<file path="src/rtl/pkmc_sdram_refresh_timer_pkg.sv">
// Shared types and defaults for the pkmc SDRAM refresh timer.
// The two-state timer encoding and the default timing values live here.
package pkmc_sdram_refresh_timer_pkg;

    typedef enum logic {
        PWRUP = 1'b0,
        RUN   = 1'b1
    } refState_e;

    // 200 us power-up wait and 7.8 us refresh interval at 50 MHz
    localparam int unsigned DEFAULT_INIT_CYCLES = 10000;
    localparam int unsigned DEFAULT_REF_PERIOD  = 390;
    localparam int unsigned PENDING_W           = 3;

endpackage

</file>
<file path="src/rtl/pkmc_load_downcounter.sv">
// Loadable down-counter with a zero flag.
// Load takes priority over decrement.
module pkmc_load_downcounter #(
    parameter int unsigned CNT_W = 14
) (
    input  logic             clk,
    input  logic             load,
    input  logic [CNT_W-1:0] loadValue,
    input  logic             enable,
    output logic             zero
);

    logic [CNT_W-1:0] count;

    always_ff @(posedge clk) begin
        if (load) begin
            count <= loadValue;
        end else if (enable) begin
            count <= count - 1'b1;
        end
    end

    always_comb begin
        zero = (count == '0);
    end

endmodule

</file>
<file path="src/rtl/pkmc_sdram_refresh_timer.sv">
// SDRAM power-up delay and auto-refresh request generator with a bounded
// backlog of owed refreshes, feeding the pkmc controller FSM.
module pkmc_sdram_refresh_timer
    import pkmc_sdram_refresh_timer_pkg::*;
#(
    parameter int unsigned INIT_CYCLES = DEFAULT_INIT_CYCLES,
    parameter int unsigned REF_PERIOD  = DEFAULT_REF_PERIOD,
    parameter int unsigned MAX_PENDING = 4,
    parameter int unsigned CNT_W       = 14
) (
    input  logic                 clk_i,
    input  logic                 rst_n_i,
    input  logic                 enable_i,
    input  logic                 ref_ack_i,
    output logic                 init_done_o,
    output logic                 ref_req_o,
    output logic                 ref_urgent_o,
    output logic [PENDING_W-1:0] pending_o,
    output logic                 overflow_o
);

    localparam logic [CNT_W-1:0]     INIT_LOAD = CNT_W'(INIT_CYCLES - 1);
    localparam logic [CNT_W-1:0]     REF_LOAD  = CNT_W'(REF_PERIOD - 1);
    localparam logic [PENDING_W-1:0] PEND_MAX  = PENDING_W'(MAX_PENDING);
    localparam logic [PENDING_W-1:0] PEND_URG  = PENDING_W'(MAX_PENDING - 1);

    refState_e              state;
    logic                   cntZero;
    logic                   cntLoad;
    logic                   cntEn;
    logic [CNT_W-1:0]       cntLoadValue;
    logic                   tick;
    logic [PENDING_W-1:0]   pendNext;
    logic                   ovfSet;

    // Reset reuses the counter load path so the counter needs no reset of its own
    always_comb begin
        cntEn        = (state == PWRUP) || enable_i;
        tick         = (state == RUN) && enable_i && cntZero;
        cntLoad      = !rst_n_i || (cntEn && cntZero);
        cntLoadValue = rst_n_i ? REF_LOAD : INIT_LOAD;
    end

    always_comb begin
        pendNext = pending_o;
        ovfSet   = 1'b0;
        if (state == RUN) begin
            case ({tick, ref_ack_i})
                2'b10: begin
                    if (pending_o == PEND_MAX) begin
                        ovfSet = 1'b1;
                    end else begin
                        pendNext = pending_o + 1'b1;
                    end
                end
                2'b01: begin
                    if (pending_o != '0) begin
                        pendNext = pending_o - 1'b1;
                    end
                end
                default: pendNext = pending_o;
            endcase
        end
    end

    pkmc_load_downcounter #(
        .CNT_W (CNT_W)
    ) uCounter (
        .clk       (clk_i),
        .load      (cntLoad),
        .loadValue (cntLoadValue),
        .enable    (cntEn),
        .zero      (cntZero)
    );

    always_ff @(posedge clk_i) begin
        if (!rst_n_i) begin
            state        <= PWRUP;
            init_done_o  <= 1'b0;
            ref_req_o    <= 1'b0;
            ref_urgent_o <= 1'b0;
            pending_o    <= '0;
            overflow_o   <= 1'b0;
        end else begin
            if ((state == PWRUP) && cntZero) begin
                state       <= RUN;
                init_done_o <= 1'b1;
            end
            pending_o    <= pendNext;
            ref_req_o    <= (pendNext != '0);
            ref_urgent_o <= (pendNext >= PEND_URG);
            if (ovfSet) begin
                overflow_o <= 1'b1;
            end
        end
    end

endmodule

</file>
<file path="config.mk">
export PLATFORM = sky130hd
export DESIGN_NAME = pkmc_sdram_refresh_timer
export DESIGN_NICKNAME = d
export VERILOG_FILES = /design/src/rtl/pkmc_sdram_refresh_timer_pkg.sv /design/src/rtl/pkmc_load_downcounter.sv /design/src/rtl/pkmc_sdram_refresh_timer.sv
export SDC_FILE = /design/constraint.sdc
export NUM_CORES = 1
export LEC_CHECK = 0
export CORE_MARGIN = 5
export CORE_UTILIZATION = 60
export CTS_CLUSTER_SIZE = 16
export DETAILED_ROUTE_END_ITERATION = 8
export PLACE_DENSITY = 0.84
export SLEW_MARGIN = 40
export SYNTH_ARGS = -nofsm -noshare
export SYNTH_HDL_FRONTEND = slang
export SYNTH_HIERARCHICAL = 1
export SYNTH_SLANG_ARGS = --single-unit
</file>
<file path="constraint.sdc">
create_clock -name clk_i -period 5.6 [get_ports clk_i]
set_input_delay 0.56 -clock clk_i [delete_from_list [all_inputs] [get_ports clk_i]]
set_output_delay 0.56 -clock clk_i [all_outputs]
set_load 0.01 [all_outputs]
</file>
Word-level counts from Yosys, hierarchy flattened. Cells that the tools add are included.

Flip-flop bits (word level): 21. Latch bits: 0. Memory bits (writable): 0. Memory bits (read-only): 0. Bits of input ports: 4. Output and inout bits: 7. Memories kept: 0.

$add $sub $neg: 3. Multiply operators: 0. Div/mod/pow operators: 0. Order comparisons: 1. Equality and inequality tests: 3. Shift-type cells: 0. Muxes and demuxes: 10. Bitwise gates (word level): 1. Reductions and logical operators: 11.

Operators with widths (number): $mux W14 (3); $logic_not A14 Y1 (1); $sub A14 B1 Y14 const B (1); $mux W3 (3); $pmux W3 S2 (1); $reduce_bool A3 Y1 (2); $logic_and A1 B1 Y1 (4); $add A3 B1 Y3 const B (1); $eq A3 B3 Y1 const B (1); $ge A3 B2 Y1 const B (1); $mux W1 (3); $sub A3 B1 Y3 const B (1); $eq A2 B1 Y1 const B (1); $eq A2 B2 Y1 const B (1); $logic_or A1 B1 Y1 (2); $reduce_bool A2 Y1 (1); $logic_not A1 Y1 (1); $not A1 Y1 (1).

Longest topological paths before layout.
Depth after elaboration: 6. Gate-level depth with buffers: 13. Gate-level depth less buffers: 12.

Cells and area by module. The synthesis kept the hierarchy.

By module, submodules not included: pkmc_load_downcounter (times used 1, cells an instance 81, area each 855.8 um2, sequential area each 420.4 um2); pkmc_sdram_refresh_timer (times used 1, cells an instance 55, area each 513.0 um2, sequential area each 140.1 um2).

Worst setup path after synthesis. Ideal clock, no wire load.

Path type: flip-flop to flip-flop. Start: register uCounter.count[0]. End: register ref_req_o. Setup time: 0.132 ns. Data arrival time: 2.876 ns. Data required time: 5.468 ns. Path slack: 2.592 ns. Cell stages (with the launch flop): 14. Buffers on the path: 1. Period minus slack after synthesis: 3.008 ns. Path through: edfxtp_1 > inv_1 > ha_1 > or3b_2 > clkbuf_1 > nor2_1 > nor4b_1 > nand3_1 > inv_1 > ha_1 > and2b_4 > nand2_1 > o21ai_1 > o221ai_2.

Longest elaborated chain between the ends: 6. Elaborated cells on any way between the ends: 7. Those cells by class: 2 x eq/ne; 2 x mux; 3 x reduce/logical.

RTL lines: start: declaration (line pkmc_load_downcounter.sv:13) `logic [CNT_W-1:0] count;`; start signal: assignment (line pkmc_load_downcounter.sv:17) `count <= loadValue;`; start signal: assignment (line pkmc_load_downcounter.sv:19) `count <= count - 1'b1;`; $logic_not A14 Y1 (*) (line pkmc_load_downcounter.sv:24) `zero = (count == '0);`; named net cntZero (line pkmc_sdram_refresh_timer.sv:28) `logic cntZero;`; $logic_and A1 B1 Y1 (*) (line pkmc_sdram_refresh_timer.sv:39) `tick = (state == RUN) && enable_i && cntZero;`; $eq A2 B1 Y1 or $eq A2 B2 Y1 (tied branches) (line pkmc_sdram_refresh_timer.sv:48) `case ({tick, ref_ack_i})`; $pmux W3 S2 (*) (line pkmc_sdram_refresh_timer.sv:48); $mux W3 (*) (line pkmc_sdram_refresh_timer.sv:47) `if (state == RUN) begin`; $reduce_bool A3 Y1 (*) (line pkmc_sdram_refresh_timer.sv:90) `ref_req_o <= (pendNext != '0);`; end signal: assignment (line pkmc_sdram_refresh_timer.sv:90); end: declaration (line pkmc_sdram_refresh_timer.sv:16) `output logic ref_req_o,`.

Mark *: on every way through the listed nets, which the timed path passes. The rest lies on a longest branch. A chain may end at the register's enable or synchronous reset.

Worst setup path in the final report.
Start: register uCounter.count[0]. End: register uCounter.count[2] (enable).

Longest elaborated chain between the ends: 4.

RTL lines: $logic_not A14 Y1 (line pkmc_load_downcounter.sv:24); named net cntZero (line pkmc_sdram_refresh_timer.sv:28); $logic_and A1 B1 Y1 (line pkmc_sdram_refresh_timer.sv:40) `cntLoad = !rst_n_i || (cntEn && cntZero);`; $logic_or A1 B1 Y1 (line pkmc_sdram_refresh_timer.sv:40); named net cntLoad (line pkmc_sdram_refresh_timer.sv:29) `logic cntLoad;`; $reduce_bool A2 Y1 (no line).

The timed path passes the listed nets, and every way through them passes these cells.

==> metrics.yaml <==
placement:
  placed_cell_area_um2: 1490
  gp_congestion: 0.783
  port_buffers: 10
  hpwl_um: 1900
grt:
  grt_pass1_vias: 1084
  grt_max_degree: 30
  grt_usage: 0.170
  antenna_found_initial: 0
  gr-total-overflow: 0
  grt_pass1_wl_um: 4440
logic_synthesis:
  yosysTopAreaCellShare: 0.307
  postSynthCellCount: 136
  ys.flop_type: "edfxtp_1"
  syn_avg_cell_area_um2: 10.1
  ys_seq_area_frac: 0.410
  synth_area_leaders: "edfxtp_1 (31%), dfxtp_1 (10%), xnor2_1 (6.4%)"
  synth_area_um2: 1370
  synthArstFlopShare: 0
  synth_seq_cells: 21
  synth_cell_types: 43
  synth-edff-count: 14
  synth_area_leader_cell: "edfxtp_1"
  ys_warn_count: 6
die:
  die_h_um: 57.8
  pin_count: 11
  initial_core_util: 0.625
  chipWidth_um: 57.8
  num_rows: 17
  core_um2: 2190
  dieArea_um2: 3340
finish:
  syn2layout_area_growth_pct: 10.5
  drive_above_1_share: 0.135
  diodes: 0
  final_cell_mix: "nand2_1 (18), edfxtp_1 (14), o21ai_0 (10), clkdlybuf4s50_1 (10), xnor2_1 (10)"
  final_nets: 159
  fillers: 168
  post-route-cell-area_um2: 1510
  final_common_cell: "nand2_1"
sta:
  rsz0062_at_grt: "false"
  setup_tns_ns: 0
  tightestPinTransition_ns: 0.762
  finClkSkew_ns: 0.00399
  fin_crit_sh: 0.603
  finalCriticalPeriod_ns: 3.38
  maxSlewHeadroom: 0.491
  hold_viol: 0
  drv_slew: 0
  setup_viol: 0
  fmax_mhz: 296
cts:
  cts-resized-gates: 0
  clk_pin_slew_ns: 0.11
  cts_setup_buffers: 0
  cts_max_level: 1
  cts_buffers: 3
  cts_tree: "yes"
  clock_sinks: 21
  clockBufferDepth: 2
  cts_root_buffer: "clkbuf_4"
  holdBufCountCts: 0
  clk_latency_ns: 0.30
power_and_ir_drop:
  p_per_area_nw_per_um2: 207
  total_power_mw: 0.313
  total_leakage_power_nw: 0.557
  peakVddDrop_uv: 155
worst_setup_path:
  required_ns: 5.58
  max_stage_delay_ns: 0.59
  critPathLaunchType: "flip-flop"
  crit_buf_inv: 1
  reg2regPathDepth: 8
  critical_path_depth: 8
  critPathTopFamily: "simple AND/OR/NAND/NOR gates"
  critical_path_arrival_ns: 3.36
  critPathMaxFanout: 29
  worstSetupPathType: "reg -> reg"
  crit_path_end_kind: "flip-flop"
  crit_chain: "inv_1 -> ha_1 -> or3b_2 -> nor2_1 -> nor4b_1 -> nand2_1 -> nand2_1 -> or2_2"
  path_common_cell: "nand2_1"
  crit_slowest_cell: "nand2_1"
route:
  routed_wl_um: 2520
  first_pass_iters: 4
  detail_route.vias_per_cell: 5.74
  num_vias: 1011
  drt_iter0_markers: 17
  remaining_drc_errors: 0
  wl_per_cell_um: 14.3
  drtAntennaViolNets: 0
run_status:
  status: "finished clean"
worst_hold_path:
  hp-class: "reg -> reg"
  holdPathStages: 2
job:
  maxCapViolCount: 0
==> sequential cells by signal, indices dropped and copies added (netlist names) <==
signal	flops
overflow_o	1
ref_req_o	1
ref_urgent_o	1
uCounter/count	14
state	1
pending_o	3
==> synthesized netlist by cell type, types with 2 or more instances <==
cell type	number
o32ai_2	2
buf_2	2
o21ai_1	6
clkbuf_1	4
nor4_2	3
nand3_1	3
nand2_1	18
edfxtp_1	14
nor4_4	2
or2_2	2
xnor2_1	10
or4_1	3
conb_1	2
dfxtp_1	7
nor2_1	7
ha_1	6
o21ai_0	10
inv_1	9
nor3_1	2
==> metal layers <==
metal,global-route usage,up-vias,part of all wire
li1,-,497,-
met5,0,-,0
met3,0.0245,10,0.041
met1,0.199,477,0.43
met4,0.0993,0,0.025
met2,0.295,27,0.51
==> path summary, 6_finish.rpt <==
path	from	end	slack, ns
worst max-delay path	uCounter/count[0]	uCounter/count[2]	2.22
worst min-delay path	overflow_o	overflow_o	0.50
worst max register to register	uCounter/count[0]	uCounter/count[2]	2.22
worst min register to register	overflow_o	overflow_o	0.50
==> worst min-delay path, cell delays in order (launching register included) <==
cell and delay, ns:
dfxtp_1 0.36, a41oi_1 0.05, nor2_1 0.07
==> power breakdown <==
group | switching (mW) | internal (mW) | total (mW)
logic | 0.0261 | 0.0204 | 0.0465
registers | 0.0148 | 0.181 | 0.195
clock network | 0.0433 | 0.0277 | 0.0710
==> stage by stage <==
| stage | setup slack, ns | utilization | hold WS [ns] | std cells |
|---|---|---|---|---|
| floorplan | 2.59 | - | 0.511 | 142 |
| global placement | 2.35 | 0.678 | 0.456 | 172 |
| detailed placement | 2.22 | 0.678 | 0.472 | 172 |
| CTS | 2.22 | 0.690 | 0.503 | 176 |
| global route | 1.91 | 0.690 | 0.559 | 176 |
| finish | 2.22 | 0.690 | 0.500 | 176 |
==> logic make-up after synthesis <==
| group | count (synthesis) | synth area share |
|---|---|---|
| simple gates | 49 | 0.228 |
| other cells | 2 | 0.00549 |
| fa+ha+maj | 6 | 0.0548 |
| flops | 21 | 0.410 |
| compound gates | 30 | 0.178 |
| buf+inv | 17 | 0.0539 |
| xor+xnor | 11 | 0.0704 |
==> final cells by class <==
type	instances	area, µm²	area share
clock buffer	4	26.3	0.0174
inverter	9	33.8	0.0223
multi-input combinational	104	757	0.500
sequential	21	561	0.371
tap	28	35.0	0.0232
timing repair buffer	10	100	0.0662
Power figures use the tool's default switching activity.
